==> config.mk <==
export PLATFORM = sky130hd
export DESIGN_NAME = demux1to8_sipo_flat
export DESIGN_NICKNAME = d
export VERILOG_FILES = /design/src/rtl/demux1to8_sipo_pkg.sv /design/src/rtl/demux1to8_sipo_if.sv /design/src/rtl/demux1to8_sipo_lane_wr.sv /design/src/rtl/demux1to8_sipo.sv /design/src/flat_wrapper.sv
export SDC_FILE = /design/constraint.sdc
export NUM_CORES = 1
export LEC_CHECK = 0
export CORE_UTILIZATION = 25
export DETAILED_ROUTE_END_ITERATION = 6
export PLACE_DENSITY = 0.52
export SYNTH_ARGS = -nofsm -noshare
export SYNTH_HDL_FRONTEND = slang
export SYNTH_SLANG_ARGS = --single-unit
==> constraint.sdc <==
create_clock -name clk -period 3.2 [get_ports clk]
set_clock_uncertainty 0.2 [all_clocks]
set_input_delay 0.64 -clock clk [delete_from_list [all_inputs] [get_ports clk]]
set_output_delay 0.64 -clock clk [all_outputs]
set_load 0.05 [all_outputs]
==> src/rtl/demux1to8_sipo_pkg.sv <==
// Shared constants and types for the 1-to-8 demultiplexing deserializer.
// Macro DEMUX_PARITY_EN appends a trailing even-parity slot to every frame.
package demux1to8_sipo_pkg;

   localparam int N = 8;

`ifdef DEMUX_PARITY_EN
   // The parity slot is index N, so the counter needs one extra bit.
   localparam int SEL_W     = $clog2(N + 1);
   localparam int LAST_SLOT = N;
`else
   localparam int SEL_W     = $clog2(N);
   localparam int LAST_SLOT = N - 1;
`endif

   typedef logic [N-1:0]     frame_t;
   typedef logic [SEL_W-1:0] sel_t;

endpackage

==> src/rtl/demux1to8_sipo_if.sv <==
// Serial-in / byte-out handshake bundle for demux1to8_sipo.
// The master drives the serial side and consumes frames; the slave is the deserializer.
interface demux1to8_sipo_if;
   import demux1to8_sipo_pkg::*;

   logic   din;
   logic   din_valid;
   logic   din_ready;
   frame_t q;
   logic   q_valid;
   logic   q_ready;
   sel_t   sel;
   logic   parity_err;

   modport master (
      output din, din_valid, q_ready,
      input  din_ready, q, q_valid, sel, parity_err
   );

   modport slave (
      input  din, din_valid, q_ready,
      output din_ready, q, q_valid, sel, parity_err
   );

endinterface

==> src/rtl/demux1to8_sipo_lane_wr.sv <==
// Combinational 1-to-N demux producing per-lane write enables from sel and the
// transfer strobe; a sel outside 0..N-1 (the parity slot) enables no lane.
module demux_lane_wr
   import demux1to8_sipo_pkg::*;
(
   input  sel_t   sel,
   input  logic   wr,
   output frame_t we
);

   always_comb begin
      we = '0;
      for (int unsigned i = 0; i < N; i++) begin
         if (wr && (sel == sel_t'(i))) we[i] = 1'b1;
      end
   end

endmodule

==> src/rtl/demux1to8_sipo.sv <==
// 1-to-8 demultiplexing deserializer: LSB-first serial bits into a 1-entry frame buffer.
// Macro DEMUX_PARITY_EN adds a trailing even-parity bit checked into parity_err.
module demux1to8_sipo
   import demux1to8_sipo_pkg::*;
(
   input logic             clk,
   input logic             rst,
   demux1to8_sipo_if.slave bus
);

   sel_t   sel_r;
   frame_t acc_r;
   frame_t acc_nxt;
   frame_t q_r;
   frame_t we;
   logic   q_valid_r;
   logic   last_slot;
   logic   din_ready;
   logic   xfer;
   logic   load;

   assign last_slot = (sel_r == sel_t'(LAST_SLOT));
   // The last bit stalls only while an unconsumed frame blocks the buffer.
   assign din_ready = !(last_slot && q_valid_r && !bus.q_ready);
   assign xfer      = bus.din_valid && din_ready;
   assign load      = xfer && last_slot;

   demux_lane_wr u_lane_wr (
      .sel (sel_r),
      .wr  (xfer),
      .we  (we)
   );

   // The frame loaded into q is the accumulator with this cycle's bit already merged.
   always_comb begin
      acc_nxt = acc_r;
      for (int unsigned i = 0; i < N; i++) begin
         if (we[i]) acc_nxt[i] = bus.din;
      end
   end

   always_ff @(posedge clk) begin
      if (rst) begin
         sel_r     <= '0;
         acc_r     <= '0;
         q_r       <= '0;
         q_valid_r <= 1'b0;
      end else begin
         if (xfer) begin
            if (load) begin
               sel_r <= '0;
               acc_r <= '0;
            end else begin
               sel_r <= sel_r + sel_t'(1);
               acc_r <= acc_nxt;
            end
         end
         if (load) begin
            q_r       <= acc_nxt;
            q_valid_r <= 1'b1;
         end else if (q_valid_r && bus.q_ready) begin
            q_valid_r <= 1'b0;
         end
      end
   end

`ifdef DEMUX_PARITY_EN
   logic parity_r;

   always_ff @(posedge clk) begin
      if (rst) begin
         parity_r <= 1'b0;
      end else if (load) begin
         parity_r <= (^acc_nxt) ^ bus.din;
      end
   end

   assign bus.parity_err = parity_r;
`else
   assign bus.parity_err = 1'b0;
`endif

   assign bus.din_ready = din_ready;
   assign bus.q         = q_r;
   assign bus.q_valid   = q_valid_r;
   assign bus.sel       = sel_r;

endmodule

==> src/flat_wrapper.sv <==
// flat-port wrapper written by rule: the top's interface ports become plain ports
module demux1to8_sipo_flat import demux1to8_sipo_pkg::*;
  (clk, rst, bus_din, bus_din_valid, bus_q_ready, bus_din_ready, bus_q, bus_q_valid, bus_sel, bus_parity_err);
  demux1to8_sipo_if bus_i ();
  input logic clk;
  input logic rst;
  input wire logic [$bits(bus_i.din)-1:0] bus_din;
  input wire logic [$bits(bus_i.din_valid)-1:0] bus_din_valid;
  input wire logic [$bits(bus_i.q_ready)-1:0] bus_q_ready;
  output wire logic [$bits(bus_i.din_ready)-1:0] bus_din_ready;
  output wire logic [$bits(bus_i.q)-1:0] bus_q;
  output wire logic [$bits(bus_i.q_valid)-1:0] bus_q_valid;
  output wire logic [$bits(bus_i.sel)-1:0] bus_sel;
  output wire logic [$bits(bus_i.parity_err)-1:0] bus_parity_err;
  assign bus_i.din = bus_din;
  assign bus_i.din_valid = bus_din_valid;
  assign bus_i.q_ready = bus_q_ready;
  assign bus_din_ready = bus_i.din_ready;
  assign bus_q = bus_i.q;
  assign bus_q_valid = bus_i.q_valid;
  assign bus_sel = bus_i.sel;
  assign bus_parity_err = bus_i.parity_err;
  demux1to8_sipo u_core (.clk(clk), .rst(rst), .bus(bus_i));
endmodule
Word level (Yosys, flattened, before mapping)
Index checks and enable logic that the tools add are counted.
{"block": "totals", "reg_bits": 20, "n_memories": 0, "out_inout_bits": 14, "mem_bits_rw": 0, "in_bits": 5, "wordCells": 48, "rom_bits": 0, "latchBits": 0}
{"block": "op_classes", "muxes": 20, "mul": 0, "n_bitwise": 0, "n_lt_le_gt_ge": 0, "reduce_logical": 16, "shifts": 0, "n_eq_ne": 7, "div_mod_pow": 0, "n_addsub": 1}
{"op": "$mux 1", "count": 18}
{"op": "$eq 3x3->1 const B", "count": 4}
{"op": "$logic_and 1x1->1", "count": 12}
{"op": "$mux 8", "count": 1}
{"op": "$eq 3x2->1 const B", "count": 2}
{"op": "$add 3x1->3 const B", "count": 1}
{"op": "$eq 3x1->1 const B", "count": 1}
{"op": "$logic_not 3->1", "count": 1}
{"op": "$mux 3", "count": 1}
{"op": "$logic_not 1->1", "count": 2}
{"op": "$reduce_bool 2->1", "count": 1}

Depth between registers and ports, before layout
{"block": "logic_depth", "depth_word": 9, "mapped_depth": 7, "ltp_nobuf": 5}

Cells and area by module
From an unflattened synthesis, not the netlist that was laid out.
{"block": "unflattened", "cells_unflattened": 116, "hier_area_um2": 1108.6}
{"mod": "demux1to8_sipo", "cells_each": 108, "n_inst": 1, "area_each_um2": 1012.2, "seq_area_each_um2": 400.4}
{"mod": "demux_lane_wr", "cells_each": 8, "n_inst": 1, "area_each_um2": 96.3, "seq_area_each_um2": 0.0}

Least setup slack after synthesis
Ideal clock, no wire load.
{"block": "synth_timing", "path_kind": "register to output", "startpoint": "reg u_core.sel_r[1] (netlist: u_core.bus.sel[1])", "endpoint": "out bus_din_ready", "t_required_ns": 2.360, "arrival_time_ns": 1.514, "path_stages_with_launch": 4, "slack_ns": 0.846, "path_buffers": 0, "path_cell_list": "dfxtp_1 ha_1 ha_1 nand3b_2"}
{"block": "synth_via", "elab_chain_cells": 4}
{"item": "start, declared", "line": "demux1to8_sipo.sv:11", "text": "sel_t sel_r;"}
{"item": "start signal, assigned", "line": "demux1to8_sipo.sv:54", "text": "sel_r <= sel_r + sel_t'(1);"}
{"item": "$eq 3x3->1", "line": "demux1to8_sipo.sv:22", "text": "assign last_slot = (sel_r == sel_t'(LAST_SLOT));"}
{"item": "$logic_and 1x1->1 (2 in series)", "line": "demux1to8_sipo.sv:24", "text": "assign din_ready = !(last_slot && q_valid_r && !bus.q_ready);"}
{"item": "$logic_not 1->1", "line": "demux1to8_sipo.sv:24"}
{"item": "end, declared", "line": "flat_wrapper.sv:10", "text": "output wire logic [$bits(bus_i.din_ready)-1:0] bus_din_ready;"}
Every way passes these cells.

Worst setup path after layout
{"block": "layout_timing", "startpoint": "reg u_core.sel_r[2] (netlist: u_core.bus.sel[2])", "endpoint": "out bus_sel[2]"}
{"item": "end, declared", "line": "flat_wrapper.sv:13", "text": "output wire logic [$bits(bus_i.sel)-1:0] bus_sel;"}
No word-level cell between the ends.

==> flow_summary_export.csv <==
group,metric,value,unit
power,power_per_cell_area,393,nW/um^2
detailed_routing,via_count,788,
final_layout,drive_above_1_share,17.1,%
timing,tns,0,ns
final_layout,final_common_cell,"dfxtp_1",
die,die_width,66.1,um
power,p_switching,0.132,mW
timing,max_slew_margin,65.0,%
critical_path,r2r_end,"u_core.bus.sel[0]",
power,p_seq_share,50.9,%
detailed_routing,drtAntennaViolNets,0,
synth,synth_area_per_cell,9.97,um^2
critical_path,cp-end-kind,"output port",
synth,mappedNetlistArea,1030,um^2
timing,fmax,0.383,GHz
hold_path,min_to,"u_core.acc_r[2]",
synth,synth.distinct_cells,32,
critical_path,arrival,1.77,ns
global_routing,grt-ovfl-total,0,
clocking,cts_tree,"built",
critical_path,r2r_cells,4,
die,initial_utilization,27.0,%
power,p_total,0.490,mW
status,status,"finished, final reports clean",
synth,yosys_warnings,0,
critical_path,startpoint,"u_core.bus.sel[2]",
global_routing,track_usage,11.4,%
detailed_routing,first_pass_iters,4,
power,combPwrFrac,14.7,%
place,dp_hpwl,1550,um
timing,period_minus_slack,2.61,ns
synth,synth_fp_nets,114,
clocking,root_buffer,"clkbuf_8",
clocking,cts.sinks,19,
critical_path,r2r_slack,1.10,ns
timing,final-setup-viol-count,0,
clocking,postCtsSetupRepairBufs,0,
clocking,htreeDepth,1,
final_layout,antennaDiodeCount,0,
hold_path,min_path_cells,1,
critical_path,worst_path_max_delay_cell,"clkdlybuf4s50_1",
final_layout,area.growth.synth_to_final,21.4,%
critical_path,critPathMaxStageDelay,0.89,ns
clocking,cts_buffers,3,
hold_path,hp-start,"u_core.acc_r[2]",
timing,hold_viol_final,0,
die,ios,19,
final_layout,final_area,1250,um^2
detailed_routing,wire_per_inst,13.6,um
clocking,cts_resized,0,
timing,rsz0062_at_grt,"false",
detailed_routing,drc_errors,0,
synth,ys_seq_area_share,37.0,%
detailed_routing,vias_per_cell,4.78,
die,rows,22,
critical_path,crit_type,"register to output port",
timing,slew_violations,0,
die,fp.dieH,66.1,um
detailed_routing,drt_iter0_drc,14,
global_routing,grt_pass1_vias,820,
critical_path,crit_chain,"clkdlybuf4s50_1",
job,max_cap_violations,0,
place,gp_congestion,0.695,
final_layout,layout.nets,129,
clocking,clkTransAtPathRegs,0.07,ns
critical_path,critPathTopFamily,"buffers and inverters",
detailed_routing,route.final.wire_length,2240,um
clocking,clock_latency,0.25,ns
critical_path,path_buf_inv,1,
power,power.leakage,0.486,nW
power,p_sw_share,27.0,%
clocking,cts_buffer_depth,2,
critical_path,rr_startpoint,"u_core.bus.sel[2]",
global_routing,grt_pass1_wl,3870,um
die,dieArea,4370,um^2
clocking,cts_hold_buf,0,
power,ir_drop,0.177,mV
final_layout,layout_common_cells,"19 x dfxtp_1, 16 x clkdlybuf4s50_1, 10 x a21oi_1, 7 x a211oi_2",
synth,ys_ff_latch,19,
global_routing,antenna_found_initial,0,
critical_path,cp_data_required_time,2.36,ns
critical_path,path_max_fanout,16,
synth,synth_cells,103,
critical_path,start_kind,"register",
place,numPortBuffers,17,
power,p_int,0.358,mW
global_routing,grt_max_degree,17,
die,core_area,3800,um^2
power,clock_power_share,34.4,%
timing,worstMarginPinSlew,0.522,ns
timing,holdWs,0.287,ns
timing,min_period_over_period,81.5,%
place,postPlaceCellArea,1200,um^2
hold_path,min_path_type,"register to register",
-- power groups by stage --
stage | clock (mW) | sequential [mW] | combinational (mW)
final | 0.168 | 0.250 | 0.0721
after global routing | 0.184 | 0.251 | 0.0788
after CTS | 0.175 | 0.249 | 0.0723
after detailed placement | 0 | 0.255 | 0.0721
after global placement | 0 | 0.255 | 0.0715
after floorplan | 0 | 0.264 | 0.0431
-- logic make-up (layout without fill, tap and decap cells) --
kind of cell	after synthesis	in the layout	share of synthesized area, %
compound gates	36	36	28.9
fa+ha+maj	6	6	7.31
simple gates	24	24	14.1
buf+inv	12	26	7.31
flops	19	19	37.0
other cells	1	1	0.365
mux	5	5	4.99
-- registers in the layout, indices dropped and copies added (netlist names) --
register	count
u_core.bus.q	8
u_core.acc_r	7
u_core.bus.sel	3
u_core.bus.q_valid	1
-- per-stage QoR --
| step | util, % | instances | worst slack, ns |
|---|---|---|---|
| 2_1_floorplan | - | 103 | 0.846 |
| 3_3_place_gp | 31.7 | 161 | 0.788 |
| 4_1_cts | 32.8 | 165 | 0.589 |
| 3_5_place_dp | 31.7 | 161 | 0.777 |
| 6_report | 32.8 | 165 | 0.591 |
| 5_1_grt | 32.8 | 165 | 0.492 |
-- worst max path at each step --
stage	depth (start not counted)	slack, ns	end
2_1_floorplan	3	0.85	bus_din_ready
3_3_place_gp	3	0.79	bus_din_ready
3_5_place_dp	3	0.78	bus_din_ready
4_1_cts	1	0.59	bus_sel[2]
5_1_grt	3	0.49	bus_din_ready
6_report	1	0.59	bus_sel[2]
-- cell usage after synthesis --
cell       number  area, um^2
a41o_1          1        10.0
and3_1          4        25.0
o211ai_1        1        7.51
dfxtp_1        19         380
buf_6           3        33.8
a211oi_1        1        7.51
nand3_1         1        5.00
a311oi_1        1        8.76
nor2_1          6        22.5
nand3b_2        1        11.3
mux2i_1         4        40.0
nor3b_2         1        12.5
buf_2           3        15.0
mux2_2          1        11.3
nand2_1         4        15.0
buf_4           1        7.51
a21bo_2         1        10.0
a31oi_1         3        18.8
conb_1          1        3.75
and2_4          2        17.5
inv_1           4        15.0
a211o_1         3        26.3
a211oi_2        7        87.6
nand4bb_1       1        11.3
a221o_1         3        30.0
a21boi_0        3        22.5
nand2b_1        4        25.0
a21oi_1        10        50.1
a21oi_2         1        8.76
a31o_2          1        8.76
ha_1            6        75.1
clkbuf_1        1        3.75
-- area by class of cell --
class	count	area (um^2)
Inverter	4	15.0
Clock buffer	4	45.0
Multi-Input combinational cell	72	572
Fill cell	392	2550
Sequential cell	19	380
Tap cell	48	60.1
Timing Repair Buffer	18	175
-- routing by layer --
layer  up-vias  wire length [um]  global-route usage [%]  part of all wire, %
li1        400                 -                       -                    -
met1       367              1150                    16.1                   51
met2        19               981                    17.5                   44
met3         2                98                    2.24                  4.4
met4         0                14                    3.19                 0.63
met5         -                 0                       0                    0
No activity file was read; power rests on OpenSTA's default activity.
